===== src/rtl/ref_timer.sv =====
// Refresh request generator: divides CLK into refresh intervals, tracks owed
// refreshes and hands them to the DRAM controller one request at a time.
module ref_timer #(
   parameter int REF_PERIOD   = 384,
   parameter int URGENT_DELAY = 192,
   parameter int GAP_CYCLES   = 2,
   parameter int DEBT_MAX     = 3
) (
   input  logic       CLK,
   input  logic       nRESET,
   input  logic       En,
   input  logic       RefAck,
   output logic       RefReq,
   output logic       RefUrgent,
   output logic [1:0] Debt,
   output logic       Overrun
);

   localparam int CNT_W = (REF_PERIOD > 2) ? $clog2(REF_PERIOD) : 1;
   localparam int AGE_W = $clog2(URGENT_DELAY + 1);
   localparam int GAP_W = (GAP_CYCLES > 2) ? $clog2(GAP_CYCLES) : 1;

   localparam logic [CNT_W-1:0] CNT_LAST = CNT_W'(REF_PERIOD - 1);
   localparam logic [AGE_W-1:0] AGE_SAT  = AGE_W'(URGENT_DELAY);
   localparam logic [GAP_W-1:0] GAP_INIT = GAP_W'(GAP_CYCLES - 1);
   localparam logic [1:0]       DEBT_SAT = 2'(DEBT_MAX);

   typedef enum logic [1:0] {
      IDLE = 2'd0,
      PEND = 2'd1,
      GAP  = 2'd2
   } state_t;

   state_t           state_reg, state_next;
   logic [CNT_W-1:0] cnt_reg, cnt_next;
   logic [AGE_W-1:0] age_reg, age_next;
   logic [GAP_W-1:0] gap_reg, gap_next;
   logic [1:0]       debt_reg, debt_next;
   logic             overrun_reg, overrun_next;
   logic             req_reg, req_next;
   logic             urgent_reg, urgent_next;
   logic             tick;
   logic             ackv;

   assign tick = En && (cnt_reg == CNT_LAST);
   // Acks are only meaningful while a request is outstanding.
   assign ackv = RefAck && (state_reg == PEND);

   always_comb begin
      cnt_next = cnt_reg;
      if (En) begin
         cnt_next = (cnt_reg == CNT_LAST) ? '0 : cnt_reg + 1'b1;
      end
   end

   always_comb begin
      debt_next    = debt_reg;
      overrun_next = overrun_reg;
      if (tick && !ackv) begin
         if (debt_reg == DEBT_SAT) begin
            overrun_next = 1'b1;
         end else begin
            debt_next = debt_reg + 2'd1;
         end
      end else if (ackv && !tick) begin
         debt_next = debt_reg - 2'd1;
      end
   end

   always_comb begin
      state_next = state_reg;
      age_next   = age_reg;
      gap_next   = gap_reg;
      unique case (state_reg)
         IDLE: begin
            if (debt_next != 2'd0) begin
               state_next = PEND;
               age_next   = '0;
            end
         end
         PEND: begin
            if (ackv) begin
               state_next = GAP;
               gap_next   = GAP_INIT;
            end else if (age_reg != AGE_SAT) begin
               age_next = age_reg + 1'b1;
            end
         end
         GAP: begin
            // Holding RefReq low here lets the controller's done-latch re-arm.
            if (gap_reg != '0) begin
               gap_next = gap_reg - 1'b1;
            end else if (debt_next != 2'd0) begin
               state_next = PEND;
               age_next   = '0;
            end else begin
               state_next = IDLE;
            end
         end
         default: begin
            state_next = IDLE;
         end
      endcase
   end

   always_comb begin
      req_next    = (state_next == PEND);
      urgent_next = (state_next == PEND) &&
                    ((age_next >= AGE_SAT) || (debt_next >= 2'd2));
   end

   always_ff @(posedge CLK or negedge nRESET) begin
      if (!nRESET) begin
         state_reg   <= IDLE;
         cnt_reg     <= '0;
         age_reg     <= '0;
         gap_reg     <= '0;
         debt_reg    <= 2'd0;
         overrun_reg <= 1'b0;
         req_reg     <= 1'b0;
         urgent_reg  <= 1'b0;
      end else begin
         state_reg   <= state_next;
         cnt_reg     <= cnt_next;
         age_reg     <= age_next;
         gap_reg     <= gap_next;
         debt_reg    <= debt_next;
         overrun_reg <= overrun_next;
         req_reg     <= req_next;
         urgent_reg  <= urgent_next;
      end
   end

   assign RefReq    = req_reg;
   assign RefUrgent = urgent_reg;
   assign Debt      = debt_reg;
   assign Overrun   = overrun_reg;

endmodule


===== config.mk =====
export PLATFORM = sky130hd
export DESIGN_NAME = ref_timer
export DESIGN_NICKNAME = d
export VERILOG_FILES = /design/src/rtl/ref_timer.sv
export SDC_FILE = /design/constraint.sdc
export NUM_CORES = 1
export LEC_CHECK = 0
export BUFFER_PORTS_ARGS = -buffer_cell sky130_fd_sc_hd__buf_4
export CAP_MARGIN = 0
export CELL_PAD_IN_SITES_DETAIL_PLACEMENT = 0
export CELL_PAD_IN_SITES_GLOBAL_PLACEMENT = 1
export CORE_MARGIN = 1.5
export CORE_UTILIZATION = 45
export CTS_BUF_LIST = sky130_fd_sc_hd__clkbuf_2
export DETAILED_ROUTE_END_ITERATION = 6
export PLACE_DENSITY_LB_ADDON = 0.1
export SLEW_MARGIN = 10
export SYNTH_ARGS = -nofsm -noshare
export SYNTH_HDL_FRONTEND = slang
export SYNTH_SLANG_ARGS = --single-unit

===== constraint.sdc =====
create_clock -name CLK -period 3.8 [get_ports CLK]
set_input_delay 0.76 -clock CLK [delete_from_list [all_inputs] [get_ports CLK]]
set_output_delay 0.76 -clock CLK [all_outputs]
set_load 0.005 [all_outputs]

==> qor.csv, run 1 <==
metric,value,unit
clk_latency,0.36,ns
crit_chain,and3b_1 > nor4_1 > or3b_1 > a211oi_1 > nand2_1 > a221oi_2,
fin_crit_sh,66.9,%
rsz0062_at_grt,no,
synth_fp_nets,157,
final_cell_mix,"dfrtp_1, nand2_1, nor2_1, o21ai_0, buf_4",
die_h,59.3,um
max_slew_margin,57.3,%
avgSynthCellArea,9.70,um^2
cts_resized,0,
drv_cap,0,
core,3030,um^2
fp-row-count,20,
cts_tree,yes,
yosys_warnings,0,
skew,0.0324,ns
setup_violations,0,
crit_buf_inv,0,
postRouteAntennaNets,0,
hold_path_class,in2async,
synth_enable_flop_cells,0,
grt-ovfl-total,0,
dp_hpwl,2.07,mm
synthesis.area,1430,um^2
synth.area.top_cells,"dfrtp_1, ha_1, nand2_1",
routed_wl,2.75,mm
ys_ff_latch,25,
max_freq,0.393,GHz
mostFrequentLayoutCell,dfrtp_1,
routed_via_density,5.47,
start_util,47.1,%
synth_area_leader_cell,dfrtp_1,
yosysTopAreaCellShare,43.9,%
cts-root-buf,clkbuf_2,
drtIter0Drc,38,
post-place-ws,1.05,ns
startpoint_type,flip-flop,
status,finished clean,
slew_violations,0,
die_area,3520,um^2
tns,0,ns
io_pins,9,
path_class,reg2reg,
crit_family,simple AND/OR/NAND/NOR gates,
critPathMaxStageDelay,0.65,ns
nNetsFinal,167,
setup_ws,1.26,ns
worstMarginPinSlew,0.633,ns
worst-path-max-fanout,14,
layout-drive-gt1-share,15.4,%
numCtsBuffers,3,
htree_levels,1,
diodes,0,
post_cts_buffers,0,
end_kind,flip-flop,
finalCriticalPeriod,2.54,ns
dominantRegCellSynth,dfrtp_1,
synth-async-reset-ratio,100,%
netlist_instances,147,
ir_worst_vdd,0.000284,V
ys_seq_area_share,43.9,%
wl_per_cell,13.8,um
drt_first_pass_iters,4,
vias,1093,
cp_slowest_cell,dfrtp_1,
die-width,59.3,um
grt_pass1_wl,5.01,mm
grt_start_max_net_pins,26,
grt_antenna_before_repair,0,
p_leak,0.696,nW
first_global_vias,1069,
io_buffers,8,
clock_sinks,25,
clkTransAtPathRegs,0.25,ns
drcViolationCount,0,
grt.total_usage,19.1,%
synth_cell_types,47,
final_hold_viol_count,0,
cts_buffer_depth,2,
required,4.10,ns
ctsHoldBuffers,0,
area_delta_synth_final,8.51,%
gp_congestion,0.774,
worstPathArrival,2.84,ns
powerDensity,616,nW/um^2
==> final cells by class <==
type	instances	area, um^2
sequential	25	626
timing repair buffer	9	67.6
inverter	7	26.3
fill	292	1480
clock buffer	4	20.0
multi-input combinational	111	753
tap	44	55.1
==> per-layer routing <==
layer  vias to the layer above  share of wire (%)  wire length, um  GRT usage (%)
met4                         0                1.5               41           7.79
met1                       520                 48             1330           27.2
met2                        19                 47             1290           29.4
met5                         -                  0                0              0
met3                         4                3.3               91           2.18
li1                        550                  -                -              -
==> synth_stat cells, types with 2 or more instances <==
cell type and n:
nand4_1 2, nor4_1 4, ha_1 6, o31ai_1 2, a21oi_1 8, mux2_2 2
mux2i_1 4, nand2_1 17, nor2_1 9, a21o_2 2, inv_1 7, nand2b_1 6
nand3_1 3, xnor2_1 4, o32a_1 2, nor2b_1 4, o21ai_0 9, or3_1 2
nor3_1 2, dfrtp_1 25
==> worst paths after layout <==
check / slack (ns) / to / depth (start not counted) / start
worst max-delay path: 1.26 / RefUrgent / 6 / state_reg[0]
worst min-delay path: 0.25 / asynchronous set/reset pin / 1 / nRESET
worst max register to register: 1.26 / RefUrgent / 6 / state_reg[0]
worst min register to register: 0.50 / Overrun / 1 / Overrun
max in group asynchronous: 3.27 / cnt_reg[1] / 1 / nRESET
min in group CLK: 0.50 / Overrun / 1 / Overrun
==> cells by family after synthesis <==
group / Yosys count / synth area share, %
simple gates: 62 / 25.0
fa+ha+maj: 6 / 5.26
xor+xnor: 5 / 3.07
mux: 6 / 4.39
buf+inv: 11 / 3.33
compound gates: 32 / 15.1
flops: 25 / 43.9
==> report_power, final <==
group	switching, mW	internal [mW]	leakage, nW	total, mW
Combinational	0.211	0.179	0.358	0.390
Sequential	0.111	0.346	0.321	0.456
Clock	0.0792	0.0278	0.0166	0.107
Total	0.400	0.553	0.696	0.953
==> metrics by stage <==
step / cells / hold slack, ns / utilization [%] / instance area [um^2] / power, mW
floorplan: 147 / 0.451 / - / 1430 / 0.735
global placement: 196 / 0.470 / 50.5 / 1530 / 0.839
detailed placement: 196 / 0.460 / 50.5 / 1530 / 0.854
CTS: 200 / 0.241 / 51.1 / 1550 / 0.967
global route: 200 / 0.249 / 51.1 / 1550 / 1.06
finish: 200 / 0.249 / 51.1 / 1550 / 0.953
(Power assumes the default switching activity.)
==> inputs of run 2 (changes only) <==
- ABC_AREA: unset -> 1
- clock period: 3.8 -> 2.6 ns (I/O delays scaled with it)
==> run 2 against run 1 <==
Compared with the run above: first-iteration DRC count is 18% higher; register-to-register slack worse by 0.54 ns; via count is 2.0% higher; synthesized cell count is 14% higher; critical endpoint unchanged; largest power group unchanged.
==> qor.csv, run 2 <==
metric,value,unit,change
routed_wl,2.65,mm,-3.9%
die_area,3430,um^2,-2.5%
start_util,48.7,%,+1.6 points
ir_worst_vdd,0.000259,V,-9.0%
synth_xor_area_share,3.15,%,+0.083 points
worstMarginPinSlew,0.336,ns,-0.298 ns
clk_latency,0.36,ns,about the same
worst-path-max-fanout,6,,-8
synth_simple_gate_area_share,27.1,%,+2.1 points
synthesis.area,1390,um^2,-2.6%
synth.area.top_cells,"dfrtp_1, nand2_1, inv_1",,
yosys_warnings,0,,unchanged
io_pins,9,,unchanged
yosys-top-cells-count,"nand2_1, inv_1, dfrtp_1",,
layout-drive-gt1-share,16.1,%,+0.73 points
drcViolationCount,0,,unchanged
total_power,0.936,mW,-1.8%
powerDensity,616,nW/um^2,+0.11%
max_slew_margin,77.4,%,+20 points
fp-row-count,19,,-5.0%
yosysTopAreaCellShare,45.0,%,+1.2 points
numCtsBuffers,3,,unchanged
ys_seq_area_share,45.0,%,+1.2 points
die-width,58.6,um,-1.3%
wl_per_cell,12.5,um,-8.9%
skew,0.00879,ns,-0.0236 ns
synth-compound-area-share,11.0,%,-4.1 points
diodes,0,,unchanged
tns,0,ns,unchanged
vias,1115,,+2.0%
setup_ws,0.715,ns,-0.543 ns
clock_sinks,25,,unchanged
post-place-cells,206,,+5.1%
routed_via_density,5.28,,-3.3%
rsz0062_at_grt,no,,
drtIter0Drc,45,,+18%
synth_fp_nets,177,,+13%
synth_fa_ha_area_share,5.41,%,+0.14 points
area_delta_synth_final,9.28,%,
io_buffers,8,,unchanged
finalCriticalPeriod,1.89,ns,-0.657 ns
path_class,reg2reg,,
mostFrequentLayoutCell,nand2_1,,
drt_first_pass_iters,4,,unchanged
stdcell_area,1520,um^2,-1.9%
required,2.88,ns,-1.22 ns
synth_enable_flop_cells,0,,unchanged
htree_levels,1,,unchanged
clkTransAtPathRegs,0.25,ns,about the same
post_cts_buffers,0,,unchanged
grt_pass1_wl,4.71,mm,-6.1%
grt.total_usage,18.0,%,-1.1 points
place_area,1490,um^2,-2.6%
post-place-ws,0.673,ns,-0.378 ns
grt_start_max_net_pins,26,,unchanged
cts-root-buf,clkbuf_2,,
first_global_vias,1084,,+1.4%
synth_cell_types,29,,-38%
gp_congestion,0.766,,-1.1%
core,2850,um^2,-5.8%
grt-ovfl-total,0,,unchanged
nNetsFinal,191,,+14%
synth_most_common_cell,nand2_1,,
netlist_instances,167,,+14%
cts_tree,yes,,
ys_ff_latch,25,,unchanged
synth-async-reset-ratio,100,%,unchanged
fin_crit_sh,72.5,%,+5.6 points
setup_violations,0,,unchanged
dp_hpwl,1.97,mm,-4.8%
postRouteAntennaNets,0,,unchanged
startpoint_type,flip-flop,,
synth_area_leader_cell,dfrtp_1,,
end_kind,flip-flop,,
slew_violations,0,,unchanged
final_hold_viol_count,0,,unchanged
hold_path_class,in2reg,,
grt_antenna_before_repair,0,,unchanged
die_h,58.6,um,-1.3%
p_leak,0.848,nW,+22%
status,finished clean,,
cts_buffer_depth,2,,unchanged
max_freq,0.530,GHz,+35%
final_cell_count_no_fill,211,,+5.5%
synth_top_family_by_area,simple AND/OR/NAND/NOR gates,,
final_cell_mix,"nand2_1, inv_1, dfrtp_1",,
muxShareOfSynthArea,0,%,-4.4 points
worstPathArrival,2.17,ns,-0.67 ns
dominantRegCellSynth,dfrtp_1,,
avgSynthCellArea,8.32,um^2,-14%
drv_cap,0,,unchanged
cts_resized,0,,unchanged
[run 2: final timing paths]
check,startpoint,to,slack [ns],depth (start not counted)
worst max-delay path,cnt_reg[0],RefUrgent,0.71,14
worst min-delay path,En,cnt_reg[1],0.33,2
worst max register to register,cnt_reg[0],RefUrgent,0.71,14
worst min register to register,Overrun,Overrun,0.51,1
max in group asynchronous,nRESET,state_reg[1],1.80,2
min in group asynchronous,nRESET,cnt_reg[2],0.54,2
[run 2: per-stage QoR]
stage	utilization, %	hold WS [ns]
floorplan	-	0.224
global placement	52.1	0.439
detailed placement	52.1	0.448
CTS	52.9	0.00901
global route	53.2	0.325
finish	53.2	0.334
[run 2: per-layer routing]
| metal | track usage, % | up-vias | share of wire [%] |
|---|---|---|---|
| met5 | 0 | - | 0 |
| met4 | 5.98 | 0 | 1.1 |
| met3 | 1.98 | 4 | 2.9 |
| met2 | 31.9 | 21 | 50 |
| met1 | 22.7 | 526 | 46 |
| li1 | - | 564 | - |
[run 2: timing repair]
| item | 4_1_cts | 5_1_grt |
|---|---|---|
| setup endpoints to repair | 0 | 0 |
| hold buffers | 0 | 1 |
| hold endpoints to repair | 0 | 11 |
[run 2: worst max-delay path, stage by stage, from the launching register on]
cell and delay [ns]:
dfrtp_1 0.43, ha_1 0.17, nand2_2 0.08, nor2_4 0.14, nand3_4 0.12, clkinv_2 0.12, nand2_2 0.07, inv_1 0.07
nand2_1 0.06, nand2_2 0.09, inv_1 0.05, o21ai_0 0.12, o21ai_0 0.09, nand2_1 0.13, a21oi_1 0.05
[run 2: kinds of logic after synthesis]
| group | Yosys count |
|---|---|
| adders and majority gates | 6 |
| and+or+nand+nor | 74 |
| buffers and inverters | 29 |
| DFF | 25 |
| AOI/OAI and AO/OA | 28 |
| xor gates and xnor gates | 5 |
[run 2: area by class of cell]
cell class / count / area (um^2)
fillers: 284 / 1340
multi-input cells: 113 / 648
flip-flops and latches: 25 / 626
inverters: 29 / 115
repair buffers: 9 / 70.1
well taps: 31 / 38.8
clock buffers: 3 / 15.0
clock inverters: 1 / 5.00
[run 2: report_power, final]
part           switching, mW  internal, mW
clock                  0.123        0.0349
combinational          0.162         0.107
sequential            0.0553         0.454
==> inputs of run 3 (changes only) <==
- ABC_AREA: 1 -> 0
- CORE_UTILIZATION: 45 -> 44
- clock period: 2.6 -> 1.5 ns (I/O delays scaled with it)
==> run 3 against run 2 <==
Compared with the run above: the flow now finishes with violations (setup timing); first-iteration DRC count rose by 11%; design area rose by 37%; cell count rose by 20%; clock power rose by 95%; fmax fell by 17%; global-route usage rose by 3.6 points; clock skew rose by 0.0071 ns; worst hold slack got worse by 0.057 ns.
==> qor.csv, run 3 (same netlist as run 1, synthesis figures left out) <==
metric,value,unit,change
core,3080,um^2,+7.9%
dp_hpwl,2.56,mm,+30%
met2_usage,35.4,%,+3.5 points
max_slew_margin,73.4,%,-4.0 points
io_buffers,8,,unchanged
rrSetupSlack,-0.76,ns,-1.48 ns
die-width,59.9,um,+2.4%
r2r-start,cnt_reg[1],,
clk_latency,0.38,ns,+0.02 ns
postRouteAntennaNets,0,,unchanged
first_global_vias,1246,,+15%
r2r_end,RefUrgent,,
area_delta_synth_final,45.4,%,
hold_path_depth,4,,+2
end_kind,flip-flop,,
worstPathArrival,2.59,ns,+0.42 ns
worstMarginPinSlew,0.399,ns,+0.0634 ns
min_from,En,,
r2r.worst_path.cells,7,,-7
cts-root-buf,clkbuf_2,,
routed_via_density,5.21,,-1.4%
gp_congestion,0.826,,+7.9%
status,finished with violations,,
crit_top_cell,or3b_4,,
grt_busiest_layer,met2,,
grt-ovfl-total,0,,unchanged
die_h,59.9,um,+2.4%
critPathMaxStageDelay,0.46,ns,+0.03 ns
max_freq,0.442,GHz,-17%
path_class,reg2reg,,
grt.total_usage,21.6,%,+3.6 points
grt_pass1_wl,5.67,mm,+21%
cts_tree,yes,,
drcViolationCount,0,,unchanged
crit_chain,ha_4 > nand3_4 > o31ai_1 > or3b_4 > a21o_4 > or3b_4 > a221oi_2,,
clock_sinks,25,,unchanged
ir_worst_vdd,0.000847,V,+230%
required,1.83,ns,-1.05 ns
tns,-7.18,ns,-7.18 ns
setup_violations,13,,+13
post-place-cells,238,,+16%
wl_per_cell,14.4,um,+15%
clkTransAtPathRegs,0.28,ns,+0.03 ns
skew,0.0158,ns,+0.00706 ns
grtUsageMet1,28.9,%,+6.2 points
nNetsFinal,220,,+15%
fp-row-count,20,,+1
final_cell_count_no_fill,253,,+20%
powerDensity,1650,nW/um^2,+170%
cts_buffer_depth,2,,unchanged
routed_wl,3.65,mm,+38%
total_power,3.43,mW,+270%
cp_slowest_cell,dfrtp_1,,
startpoint_type,flip-flop,,
diodes,0,,unchanged
layout-drive-gt1-share,42.1,%,+26 points
grt_start_max_net_pins,26,,unchanged
worst-path-max-fanout,4,,-2
violations,setup timing,,
p_leak,0.986,nW,+16%
drt_first_pass_iters,5,,+1
post-place-ws,-0.675,ns,-1.35 ns
drtIter0Drc,50,,+11%
fin_crit_sh,151,%,+78 points
holdWs,0.276,ns,-0.0571 ns
final_hold_viol_count,0,,unchanged
io_pins,9,,unchanged
fillCellCount,257,,-9.5%
final_cell_mix,"buf_4, dfrtp_1, nand2_1",,
slew_violations,0,,unchanged
finalCriticalPeriod,2.26,ns,+0.379 ns
numCtsBuffers,3,,unchanged
setup_ws,-0.765,ns,-1.48 ns
hold_path_class,in2reg,,
grt_antenna_before_repair,0,,unchanged
mostFrequentLayoutCell,buf_4,,
hold_end,cnt_reg[0],,
die_area,3590,um^2,+4.8%
vias,1318,,+18%
drv_cap,0,,unchanged
start_util,46.3,%,-2.3 points
htree_levels,1,,unchanged
rsz0062_at_grt,yes,,
gr-usage-met3,2.38,%,+0.40 points
-- run 3: cell count changes in the layout (fill, tap and decap cells not counted), moves of 4 or more --
cell	change
nand2_2	-6
nand2b_1	+6
nand2_1	-14
nor2b_1	+4
buf_4	+51
nor2_1	-6
o21ai_0	-7
inv_1	-19
mux2i_1	+4
-- run 3: critical path: cells and delay by family (launching register included) --
kind / cells / cell delay, ns
AND/OR/NAND/NOR: 3 / 0.92
AO/OA/AOI/OAI: 3 / 0.65
flip-flops: 1 / 0.46
adder cells (fa/ha/maj): 1 / 0.16
-- run 3: final cells by class --
| type | count | area [um^2] | share of cell area (%) |
|---|---|---|---|
| Clock inverter | 1 | 8.76 | 0.422 |
| Clock buffer | 3 | 15.0 | 0.724 |
| Timing Repair Buffer | 62 | 475 | 22.9 |
| Inverter | 7 | 26.3 | 1.27 |
| Multi-Input combinational cell | 111 | 868 | 41.9 |
| Tap cell | 44 | 55.1 | 2.65 |
| Sequential cell | 25 | 626 | 30.2 |
-- run 3: timing repair --
action / CTS / global route
hold endpoints to repair: 25 / 0
buffers inserted: 1 / 9
pin swaps: 2 / 7
setup endpoints to repair: 12 / 16
gates resized for setup: 4 / 9
hold buffers: 1 / 0
cloned: 0 / 0
-- run 3: report_power, final --
part | switching, mW | internal, mW
clock network | 0.238 | 0.0699
registers | 0.149 | 0.876
logic | 0.972 | 1.12
-- run 3: how the worst max path moves through the flow --
stage | start | endpoint | slack (ns)
global route | cnt_reg[1] | flip-flop | -0.82
finish | cnt_reg[1] | RefUrgent | -0.76
global placement | cnt_reg[1] | RefUrgent | -0.63
detailed placement | cnt_reg[1] | RefUrgent | -0.67
floorplan | cnt_reg[0] | RefUrgent | -0.63
CTS | cnt_reg[1] | RefUrgent | -0.72
-- run 3: metal layers --
| layer | part of all wire (%) | routed length [um] |
|---|---|---|
| met1 | 45 | 1640 |
| met2 | 51 | 1850 |
| met3 | 3.4 | 125 |
| met4 | 0.99 | 36 |
| met5 | 0 | 0 |
-- run 3: stage by stage --
| step | utilization (%) | cell area (um^2) |
|---|---|---|
| 6_report | 67.4 | 2070 |
| 5_1_grt | 67.4 | 2070 |
| 4_1_cts | 63.7 | 1960 |
| 3_5_place_dp | 61.7 | 1900 |
| 3_3_place_gp | 61.7 | 1900 |
| 2_1_floorplan | - | 1480 |
